===== config.mk =====
export PLATFORM = sky130hd
export DESIGN_NAME = lfsr_fill
export DESIGN_NICKNAME = d
export VERILOG_FILES = /design/src/rtl/lfsr_fill.sv
export SDC_FILE = /design/constraint.sdc
export NUM_CORES = 1
export LEC_CHECK = 0
export CAP_MARGIN = 0
export CORE_ASPECT_RATIO = 0.5
export CORE_MARGIN = 5
export CORE_UTILIZATION = 35
export CTS_CLUSTER_SIZE = 14
export DETAILED_ROUTE_END_ITERATION = 16
export GPL_TIMING_DRIVEN = 0
export PLACE_DENSITY = 0.63
export SLEW_MARGIN = 40
export SYNTH_ARGS = -nofsm -noshare
export SYNTH_HDL_FRONTEND = slang
export SYNTH_SLANG_ARGS = --single-unit
export TNS_END_PERCENT = 100

===== constraint.sdc =====
create_clock -name clk -period 4.2 [get_ports clk]
set_input_delay 1.05 -clock clk [delete_from_list [all_inputs] [get_ports clk]]
set_output_delay 1.05 -clock clk [all_outputs]
set_load 0.01 [all_outputs]

===== src/rtl/lfsr_fill.sv =====
// rtl/lfsr_fill.sv - fills shared BRAM with a Galois LFSR sequence, then reads it back and counts mismatches
module lfsr_fill #(
  parameter int          NWORDS = 2048,
  parameter int          ADDR_W = 13,
  parameter logic [31:0] POLY   = 32'h80200003
) (
  input  logic              clk,
  input  logic              reset,
  input  logic [31:0]       ps_control,
  output logic [31:0]       pl_status,
  output logic [ADDR_W-1:0] bram_addr,
  input  logic [31:0]       bram_rddata,
  output logic [31:0]       bram_wrdata,
  output logic [3:0]        bram_we
);

  localparam int CW = $clog2(NWORDS) + 1;
  localparam logic [CW-1:0] LAST  = CW'(NWORDS - 1);
  localparam logic [CW-1:0] DRAIN = CW'(NWORDS);

  typedef enum logic [2:0] {IDLE, FILL, VERIFY, REPORT, DONE} state_t;

  state_t         state;
  logic [31:0]    seed;
  logic [31:0]    lfsr;
  logic [CW-1:0]  cnt;
  logic [11:0]    mis_cnt;

  function automatic logic [31:0] lfsr_step(input logic [31:0] s);
    return s[0] ? ((s >> 1) ^ POLY) : (s >> 1);
  endfunction

  always_ff @(posedge clk) begin
    if (reset) begin
      state       <= IDLE;
      seed        <= '0;
      lfsr        <= '0;
      cnt         <= '0;
      mis_cnt     <= '0;
      pl_status   <= '0;
      bram_addr   <= '0;
      bram_wrdata <= '0;
      bram_we     <= 4'h0;
    end else begin
      case (state)
        IDLE: begin
          bram_we <= 4'h0;
          if (ps_control[0]) begin
            seed        <= {ps_control[31:1], 1'b1};
            bram_addr   <= '0;
            bram_wrdata <= {ps_control[31:1], 1'b1};
            bram_we     <= 4'hf;
            mis_cnt     <= '0;
            cnt         <= '0;
            state       <= FILL;
          end
        end
        // bram_wrdata doubles as the fill-side LFSR register
        FILL: begin
          if (cnt == LAST) begin
            bram_we   <= 4'h0;
            bram_addr <= '0;
            lfsr      <= seed;
            cnt       <= '0;
            state     <= VERIFY;
          end else begin
            bram_addr   <= bram_addr + ADDR_W'(4);
            bram_wrdata <= lfsr_step(bram_wrdata);
            cnt         <= cnt + 1'b1;
          end
        end
        // cnt-th edge issues address cnt+1 and checks word cnt-1 (read data lags two edges)
        VERIFY: begin
          if (cnt < LAST)
            bram_addr <= bram_addr + ADDR_W'(4);
          if (cnt != '0) begin
            if (bram_rddata != lfsr && mis_cnt != 12'hfff)
              mis_cnt <= mis_cnt + 1'b1;
            lfsr <= lfsr_step(lfsr);
          end
          if (cnt == DRAIN)
            state <= REPORT;
          else
            cnt <= cnt + 1'b1;
        end
        REPORT: begin
          pl_status <= {4'b0, mis_cnt, 14'b0, (mis_cnt != 12'd0), 1'b1};
          state     <= DONE;
        end
        DONE: begin
          if (!ps_control[0]) begin
            pl_status <= '0;
            state     <= IDLE;
          end
        end
        default: state <= IDLE;
      endcase
    end
  end

endmodule

# Yosys cells after proc, flatten, opt, wreduce, memory -nomap -nowiden
# Cells that the tools add are included.
dict set report op_classes {
  bitwise_logic 2
  reduce_logical 18
  eq_ne 17
  add_sub_neg 3
  n_lt_le_gt_ge 1
  muxes 29
}
# operator n
set op_table {}
lappend op_table {{$mux W32} 7}
lappend op_table {{$pmux W32 S2} 3}
lappend op_table {{$mux W12} 5}
lappend op_table {{$mux W13} 3}
lappend op_table {{$pmux W13 S3} 1}
lappend op_table {{$pmux W12 S3} 1}
lappend op_table {{$ne A32 B32 Y1} 1}
lappend op_table {{$add A12 B1 Y12 const B} 2}
lappend op_table {{$pmux W12 S2} 1}
lappend op_table {{$reduce_bool A12 Y1} 2}
lappend op_table {{$ne A2 B2 Y1 const B} 9}
lappend op_table {{$pmux W3 S5} 1}
lappend op_table {{$add A13 B3 Y13 const B} 1}
lappend op_table {{$eq A12 B11 Y1 const B} 1}
lappend op_table {{$eq A12 B12 Y1 const B} 1}
lappend op_table {{$lt A12 B11 Y1 const B} 1}
lappend op_table {{$mux W3} 4}
lappend op_table {{$ne A12 B12 Y1 const B} 1}
lappend op_table {{$reduce_and A3 Y1} 4}
lappend op_table {{$mux W4} 2}
lappend op_table {{$not A3 Y4} 2}
lappend op_table {{$pmux W4 S2} 1}
lappend op_table {{$reduce_and A4 Y1} 2}
lappend op_table {{$reduce_bool A2 Y1} 4}
lappend op_table {{7 further kinds} 10}
dict set report totals {
  output_inout_bits 81
  ff_bits 172
}

# Logic depth before layout (Yosys ltp)
# Gate-level depths: netlist (run 1).
dict set report depth {
  ltp_word 5
  mapped_depth 9
}

# Worst setup path after synthesis (run 1)
# No wires, ideal clock.
dict set report synth_timing {
  path_type {in2reg}
  startpoint {in bram_rddata[21]}
  endpoint {reg mis_cnt[4]}
  path_slack_ns 1.705
  path_stages 7
  t_arrival_ns 2.366
  n_path_buf 1
  path_cell_list {xor2_1 > nor4_1 > nand4_1 > nor2_1 > clkbuf_1 > nand2b_1 > o211ai_1}
}
dict set report synth_via {
  elab_chain_len 4
}
# item line
set synth_lines {}
lappend synth_lines {{from (decl)} 12} ;# input logic [31:0] bram_rddata,
lappend synth_lines {{$ne A32 B32 Y1} 77} ;# if (bram_rddata != lfsr && mis_cnt != 12'hfff)
lappend synth_lines {{$logic_and A1 B1 Y1} 77}
lappend synth_lines {{$ne A2 B2 Y1 (no source line)} n/a}
lappend synth_lines {{$reduce_and A4 Y1 (no source line)} n/a}
lappend synth_lines {{to (signal assigned)} 78} ;# mis_cnt <= mis_cnt + 1'b1;
lappend synth_lines {{to (decl)} 27} ;# logic [11:0] mis_cnt;
# No other way between the ends.
# A chain may end at the register's enable or synchronous reset.

# Final worst setup path (run 1)
dict set report layout_timing {
  startpoint {in bram_rddata[29]}
  endpoint {reg mis_cnt[8]}
}
# The elaborated chain is that of the path after synthesis.

==> tab_implementation.tex, run 1 <==
\begin{tabular}{lr}
\hline
Metric & Value \\
\hline
\multicolumn{2}{l}{\textbf{Timing}} \\
Slew at the pin with the worst max-slew slack & 0.7466 ns \\
RSZ-0062 raised after global routing & no \\
Relative max-transition margin & between 50\% and 60\% \\
Final max-slew violation count & 0 \\
Period Utilization, post-route & roughly 75\% \\
Highest clock frequency the design can meet & 0.3172 GHz \\
Number of setup violations in the final report & 0 \\
Summed negative setup slack over all endpoints & 0 ns \\
Hold violation total from the final report & 0 \\
Final setup margin & about 1.0 ns \\
Setup skew after layout & $\sim$0.010 ns \\
Minimum period implied by the final worst setup slack & around 3.2 ns \\
\multicolumn{2}{l}{\textbf{Floorplan}} \\
Placeable core region & roughly 0.020 mm² \\
Total number of placement rows & 36 \\
Die ar. & around 0.023 mm² \\
Die Y-Extent & $\sim$110 µm \\
I/O pin total & around 150 \\
Initial cell density of the core & approximately 36\% \\
Die span in x & roughly 210 µm \\
\multicolumn{2}{l}{\textbf{Synth}} \\
Cells taking the most area after synthesis & dfxtp\_1, nand2\_1, nor2\_1, xor2\_1, mux2i\_1 \\
Post-synthesis instance area & between 0.007 and 0.008 mm² \\
Cell with the most instances after synthesis & nand2\_1 \\
Total number of yosys warnings & 0 \\
Post-synthesis cell type with the largest combined area & dfxtp\_1 \\
Instance count of the mapped netlist & 860 \\
Async S/R FF share, synth & 0\% \\
Syn Area/Cell & 8.238 µm² \\
Total of flip-flops plus latches after synthesis & $\sim$150 \\
Number of enable flip-flop cells after synthesis & 0 \\
Share of Yosys cell area claimed by the top area cell type & a little over two fifths \\
Post-synth top cells & nand2\_1, dfxtp\_1, nor2\_1 \\
Sequential share of the synthesized area & 42.11\% \\
Post-synthesis cell type count & 52 \\
Main synth FF type & dfxtp\_1 \\
\multicolumn{2}{l}{\textbf{Cells and area}} \\
Fraction of final layout cells sized beyond drive strength 1 & 7.618\% \\
Number of nets at the end of the flow & roughly 1,100 \\
Area growth from synthesis to layout & 31.77\% \\
Final cell area excluding filler cells & $\sim$0.0093 mm² \\
\multicolumn{2}{l}{\textbf{Power and ir drop}} \\
Peak VDD IR & roughly 320 µV \\
Overall power after layout & $\sim$3.6 mW \\
Power per standard cell area & a little under 400 mW/mm² \\
Leakage power & between 3 and 4 nW \\
\multicolumn{2}{l}{\textbf{Clock tree}} \\
CTS Hold Buffers Added & 0 \\
Clock-pin slew reported for the worst setup and hold paths after clock tree synthesis & around 0.070 ns \\
Number of instances resized during post-cts repair & 0 \\
Clock tree buffer depth & 2 \\
Post-CTS setup buffer count & 0 \\
Clock insertion delay at the later pin of the skew report & 0.42 ns \\
Clock root buffer & clkbuf\_16 \\
Clock tree sinks & around 150 \\
H-tree levels & 4 \\
Clock tree from TritonCTS & built \\
Number of clock buffers inserted by TritonCTS & 17 \\
\multicolumn{2}{l}{\textbf{Setup path}} \\
Data arrival time at the worst-slack endpoint & around 3.5 ns \\
Worst Path Required & 4.55 ns \\
Cell type group with the largest total delay on the critical path & simple AND/OR/NAND/NOR gates \\
CP max stage cell & nor2\_1 \\
Crit path launch type & primary input \\
Worst path bufs/invs & 2 \\
Endpoint type of the worst setup path & flip-flop \\
Crit-path max FO & 10 \\
Crit. path cell count & 8 \\
Worst reg-to-reg path cell count & 8 \\
Delay of the slowest cell on the worst path & 0.50 ns \\
Category of the critical setup timing path & in2reg \\
Critical-path cell list & clkdlybuf4s50\_1, xor2\_1, nor4\_1, nand4\_1, nor2\_1, clkbuf\_1, o211ai\_1, a31oi\_1 \\
\multicolumn{2}{l}{\textbf{Drt}} \\
Iter 0 DRT Violations & $\sim$600 \\
Vias per Instance & between 5 and 6 \\
Number of remaining DRC errors & 0 \\
Final wirelength & approximately 22,000 µm \\
DRT met1 WL & roughly 11,000 µm \\
Detailed route wirelength on metal3 & roughly 1500 µm \\
Total number of vias & about 6,600 \\
Total length of routed met2 wires & approximately 9600 µm \\
Number of search-and-repair iterations in the first detailed-routing pass & 5 \\
Highest layer used for signal routing & met4 \\
Routed WL per cell & roughly 17 µm \\
Remaining number of nets flagged by the antenna check after routing & 0 \\
\multicolumn{2}{l}{\textbf{Placement}} \\
Placed Instance Area & slightly below 0.009 mm² \\
DP Wirelength & between 15,000 and 20,000 µm \\
Pre-CTS WS & roughly 0.62 ns \\
Count of input and output buffers & approximately 130 \\
Final weighted congestion in routability-driven placement & $\sim$0.9 \\
\multicolumn{2}{l}{\textbf{GRT}} \\
Total overflow reported by the global router & 0 \\
Maximum number of pins on one net before global-route repair & 17 \\
Total global-route track usage & around a fifth \\
Antenna violations before repair & 2 \\
Via count of the first global-routing pass & 6,349 \\
First-pass GRT wire length & 35,220 µm \\
\multicolumn{2}{l}{\textbf{Run}} \\
Number of maximum-capacitance constraint violations & 0 \\
\multicolumn{2}{l}{\textbf{Outcome}} \\
Result of the run & completed \\
\multicolumn{2}{l}{\textbf{Hold path}} \\
Worst hold path type & reg2reg \\
Worst hold path stage count & 2 \\
\hline
\end{tabular}
flip-flops by register name (all words and copies together), names as in the netlist:
register / count
bram_we: 1
state: 3
pl_status: 14
seed: 32
bram_wrdata: 32
mis_cnt: 12
lfsr: 32
cnt: 12
bram_addr: 11
per-layer routing:
layer	vias to the layer above	GRT usage (%)
met3	27	4.221
met5	-	0
li1	3291	-
met4	0	4.532
met2	216	27.55
met1	3108	27.69
layout make-up:
type	count	area, µm²
Inverter	9	33.78
Buffer	87	435.4
Sequential cell	149	2983
Timing Repair Buffer	126	1261
Multi-Input combinational cell	634	3704
Antenna cell	2	5.005
Fill cell	1896	10350
Tap cell	266	332.8
Clock buffer	19	432.9
Clock inverter	13	147.6
cell families (layout without fill, tap and decap cells):
group           count (synthesis)  after routing  synth area share [%]
fa+ha+maj                       5              5                0.8831
xor+xnor                       57             57                 7.047
other cells                     1             22               0.05293
mux                            34             34                 4.804
simple gates                  371            371                 23.77
compound gates                147            147                 14.71
flops                         149            149                 42.11
buf+inv                        96            254                 6.623
stage by stage:
stage          std cells  util [%]  hold WS [ns]
4_1_cts             1303     47.40        0.4566
3_3_place_gp        1271     44.45        0.4473
6_report            1305     47.43        0.4584
3_5_place_dp        1271     44.45        0.4476
5_1_grt             1305     47.43        0.4840
2_1_floorplan        879         -        0.4366
final timing paths:
| path | start | endpoint | slack, ns |
|---|---|---|---|
| setup / recovery | bram_rddata[29] | mis_cnt[8]$_SDFFE_PP0P_ | 1.05 |
| setup reg to reg | lfsr[0]$_SDFFE_PP0P_ | mis_cnt[8]$_SDFFE_PP0P_ | 1.62 |
| hold reg to reg | seed[4]$_SDFFE_PP0P_ | seed[4]$_SDFFE_PP0P_ | 0.46 |
| hold / removal | seed[4]$_SDFFE_PP0P_ | seed[4]$_SDFFE_PP0P_ | 0.46 |
report_power, final:
group / leakage, nW / internal [mW] / switching (mW) / total, mW
clock: 0.271 / 0.883 / 0.636 / 1.52
combinational: 1.85 / 0.250 / 0.286 / 0.535
sequential: 1.21 / 1.48 / 0.0539 / 1.54
cell usage in the layout (no fill, tap or decap), drive strengths merged, types with 4 or more instances in the layout:
master	Yosys	layout
nand2	152	152
nor4b	5	5
nor2	116	116
buf	34	34
nand3	27	27
xnor2	18	18
nor3b	4	4
dfxtp	149	149
nand2b	5	5
or4b	6	6
a211oi	31	31
a311oi	29	29
o21ai	10	10
o2111ai	7	7
a22oi	13	13
mux2i	34	34
xor2	39	39
ha	5	5
clkdlybuf4s50	0	126
nor4	18	18
or4	5	5
nand4	9	9
nor3	8	8
clkinvlp	0	4
clkbuf	53	72
nand3b	4	4
a21oi	42	42
conb	1	20
inv	9	13
worst register-to-register path, delay by kind of cell, from the launching register on:
kind	cells	cell delay (ns)
flops	1	0.31
xor+xnor	1	0.11
compound gates	2	0.37
simple gates	3	1.01
buf+inv	2	0.71
Power figures use the tool's default switching activity.
==> run 2: changes to the inputs <==
--- a/config.mk
+++ b/config.mk
@@ -12,7 +12,7 @@
 export CTS_CLUSTER_SIZE = 14
 export DETAILED_ROUTE_END_ITERATION = 16
 export GPL_TIMING_DRIVEN = 0
-export PLACE_DENSITY = 0.63
+export PLACE_DENSITY = 0.65
 export SLEW_MARGIN = 40
 export SYNTH_ARGS = -nofsm -noshare
 export SYNTH_HDL_FRONTEND = slang
==> constraint.sdc (replaced) <==
create_clock -name clk -period 2.6 [get_ports clk]
set_input_delay 0.65 -clock clk [delete_from_list [all_inputs] [get_ports clk]]
set_output_delay 0.65 -clock clk [all_outputs]
set_load 0.01 [all_outputs]
==> run 2 against run 1 <==
- register-to-register slack got worse by 1.5 ns
- clock skew increased by 0.0021 ns
- worst setup slack got worse by 0.94 ns
- die area is the same
- global-route usage shrank 0.28 points
- sequential power grew 61%
- sequential share of layout area shrank 0.28 points
- critical endpoint unchanged
==> tab_implementation.tex, run 2 (synthesis results as in run 1) <==
\begin{tabular}{lr}
\hline
Metric & Value \\
\hline
\multicolumn{2}{l}{\textbf{Timing}} \\
RSZ-0062 raised after global routing & yes \\
Relative max-transition margin & 48.80\% (-1.4 points) \\
Highest clock frequency the design can meet & about 0.40 GHz \\
Number of setup violations in the final report & 0 (unchanged) \\
Fin Hold WS & 0.4572 ns (-0.001203 ns) \\
Setup skew after layout & 0.01235 ns (+0.002080 ns) \\
Hold violation total from the final report & 0 (unchanged) \\
Slew at the pin with the worst max-slew slack & 0.7599 ns (+0.01333 ns) \\
Period Utilization, post-route & 95.75\% \\
Minimum period implied by the final worst setup slack & $\sim$2.5 ns \\
Final max-slew violation count & 0 (unchanged) \\
Summed negative setup slack over all endpoints & 0 ns (unchanged) \\
\multicolumn{2}{l}{\textbf{Floorplan}} \\
Total number of placement rows & 36 (unchanged) \\
Die span in x & 211.2 µm (unchanged) \\
Die ar. & 0.02336 mm² (unchanged) \\
Die Y-Extent & 110.6 µm (unchanged) \\
Placeable core region & 0.01968 mm² (unchanged) \\
Initial cell density of the core & 35.99\% (unchanged) \\
I/O pin total & 147 (unchanged) \\
\multicolumn{2}{l}{\textbf{Clock tree}} \\
CTS Hold Buffers Added & 0 (unchanged) \\
Clock tree from TritonCTS & built \\
H-tree levels & 4 (unchanged) \\
Clock insertion delay at the later pin of the skew report & 0.43 ns (about the same) \\
Clock tree sinks & 149 (unchanged) \\
Clock root buffer & clkbuf\_16 \\
Number of clock buffers inserted by TritonCTS & 17 (unchanged) \\
Clock-pin slew reported for the worst setup and hold paths after clock tree synthesis & 0.07 ns (about the same) \\
Clock tree buffer depth & 2 (unchanged) \\
\multicolumn{2}{l}{\textbf{Cells and area}} \\
Number of nets at the end of the flow & 1,095 (unchanged) \\
Most common cell after layout, fill and taps aside & nand2\_1 \\
Fraction of final layout cells sized beyond drive strength 1 & 7.907\% (+0.29 points) \\
Diode count & 0 (-2) \\
Area growth from synthesis to layout & 32.96\% \\
Commonest non-fill, non-tap cells in the layout & nand2\_1, dfxtp\_1, clkdlybuf4s50\_1 \\
Largest registers & bram\_wrdata: 32 flops, lfsr: 32 flops, seed: 32 flops \\
Final design utilization & 47.85\% (+0.43 points) \\
Final cell area excluding filler cells & 0.009419 mm² (+0.90\%) \\
\multicolumn{2}{l}{\textbf{Drt}} \\
Total number of vias & 6,628 (-0.21\%) \\
Number of remaining DRC errors & 0 (unchanged) \\
Iter 0 DRT Violations & 626 (+3.8\%) \\
Final wirelength & 22,270 µm (-0.33\%) \\
Remaining number of nets flagged by the antenna check after routing & 0 (unchanged) \\
Vias per Instance & 5.087 (about the same) \\
Routed WL per cell & 17.09 µm (-0.17\%) \\
Number of search-and-repair iterations in the first detailed-routing pass & 7 (+2) \\
\multicolumn{2}{l}{\textbf{Placement}} \\
Count of input and output buffers & 126 (unchanged) \\
Final weighted congestion in routability-driven placement & 0.8906 (about the same) \\
Placed Instance Area & 0.008750 mm² (unchanged) \\
DP Wirelength & 17,170 µm (-0.82\%) \\
\multicolumn{2}{l}{\textbf{Outcome}} \\
Result of the run & completed \\
\multicolumn{2}{l}{\textbf{Setup path}} \\
End of the worst register-to-register path & lfsr[18]\$\_SDFFE\_PP0P\_ \\
Category of the critical setup timing path & in2reg \\
Worst Path Required & 2.95 ns (-1.60 ns) \\
Slack of the worst reg-to-reg path & 0.14 ns (-1.48 ns) \\
Crit-path max FO & 10 (unchanged) \\
Worst reg-to-reg path cell count & 6 (-2) \\
Data arrival time at the worst-slack endpoint & 2.84 ns (-0.66 ns) \\
Endpoint type of the worst setup path & flip-flop \\
Crit path launch type & primary input \\
Startpoint of the worst-slack reg-to-reg timing path & cnt[7]\$\_SDFFE\_PP0P\_ \\
\multicolumn{2}{l}{\textbf{GRT}} \\
First-pass GRT wire length & 34,720 µm (-1.4\%) \\
Antenna violations before repair & 0 (-2) \\
Via count of the first global-routing pass & 6,266 (-1.3\%) \\
Total global-route track usage & 18.46\% (-0.28 points) \\
Maximum number of pins on one net before global-route repair & 17 (unchanged) \\
Total overflow reported by the global router & 0 (unchanged) \\
\multicolumn{2}{l}{\textbf{Power and ir drop}} \\
Leakage power & 3.383 nW (+1.5\%) \\
Power per standard cell area & 643.1 mW/mm² (+67\%) \\
Peak VDD IR & 585.3 µV (+83\%) \\
\multicolumn{2}{l}{\textbf{Run}} \\
Number of maximum-capacitance constraint violations & 0 (unchanged) \\
\multicolumn{2}{l}{\textbf{Hold path}} \\
Worst hold path type & reg2reg \\
Worst hold path stage count & 2 (unchanged) \\
Startpoint of the worst hold path & seed[1]\$\_SDFFE\_PP0P\_ \\
Terminating pin of the worst hold path & seed[1]\$\_SDFFE\_PP0P\_ \\
\hline
\end{tabular}
-- run 2: cell types whose count changed in the layout (fill, tap and decap cells not counted), sizes merged --
cell / change
clkbuf: +1
clkinvlp: -3
diode: -2
bufinv: +2
-- run 2: report_power, final --
part | internal [mW] | switching, mW | leakage, nW | total (mW)
registers | 2.39 | 0.0894 | 1.21 | 2.48
clock network | 1.68 | 1.03 | 0.314 | 2.71
logic | 0.405 | 0.460 | 1.85 | 0.864
-- run 2: timing repair --
action,CTS,global route
buffers inserted,0,0
endpoints found under the setup margin,10,11
gates resized for setup,1,4
-- run 2: metrics by stage --
step	power [mW]	setup slack, ns	cells
after global routing	6.268	-0.05687	1303
after detailed placement	3.383	-0.5444	1271
after CTS	6.074	0.01294	1303
final	6.057	0.1104	1303
after global placement	3.375	-0.5216	1271
after floorplan	2.962	0.4756	879
-- run 2: layer usage --
metal | GRT usage [%] | share of wire, % | vias to the layer above
met3 | 3.569 | 6.2 | 24
met2 | 27.49 | 43 | 204
met4 | 4.014 | 1.3 | 0
li1 | - | - | 3286
met5 | 0 | 0 | -
met1 | 27.53 | 49 | 3114
-- run 2: cell type report --
cell class | instances | area (µm²)
clock buffer | 20 | 456.7
tap | 266 | 332.8
inverter | 9 | 33.78
timing repair buffer | 126 | 1261
fill | 1901 | 10260
multi-input combinational | 634 | 3724
buffer | 87 | 436.7
clock inverter | 12 | 191.4
sequential | 149 | 2983
-- run 2: critical path, stage by stage --
cell	delay [ns]
clkdlybuf4s50_1	0.45
xor2_1	0.18
nor4_1	0.31
nand4_1	0.18
nor2_2	0.39
clkbuf_2	0.33
o211ai_1	0.14
a31oi_1	0.19
-- run 2: how the worst max path moves through the flow --
stage               slack (ns)  cells past startpoint                      end                     from
detailed placement       -0.54                      8  mis_cnt[8]$_SDFFE_PP0P_          bram_rddata[28]
floorplan                 0.48                      7      cnt[5]$_SDFFE_PP0P_      cnt[6]$_SDFFE_PP0P_
CTS                       0.01                      8  mis_cnt[8]$_SDFFE_PP0P_          bram_rddata[28]
global placement         -0.52                      8  mis_cnt[8]$_SDFFE_PP0P_          bram_rddata[28]
global route             -0.06                      7  mis_cnt[2]$_SDFFE_PP0P_  mis_cnt[0]$_SDFFE_PP0P_
finish                    0.11                      8  mis_cnt[8]$_SDFFE_PP0P_          bram_rddata[28]
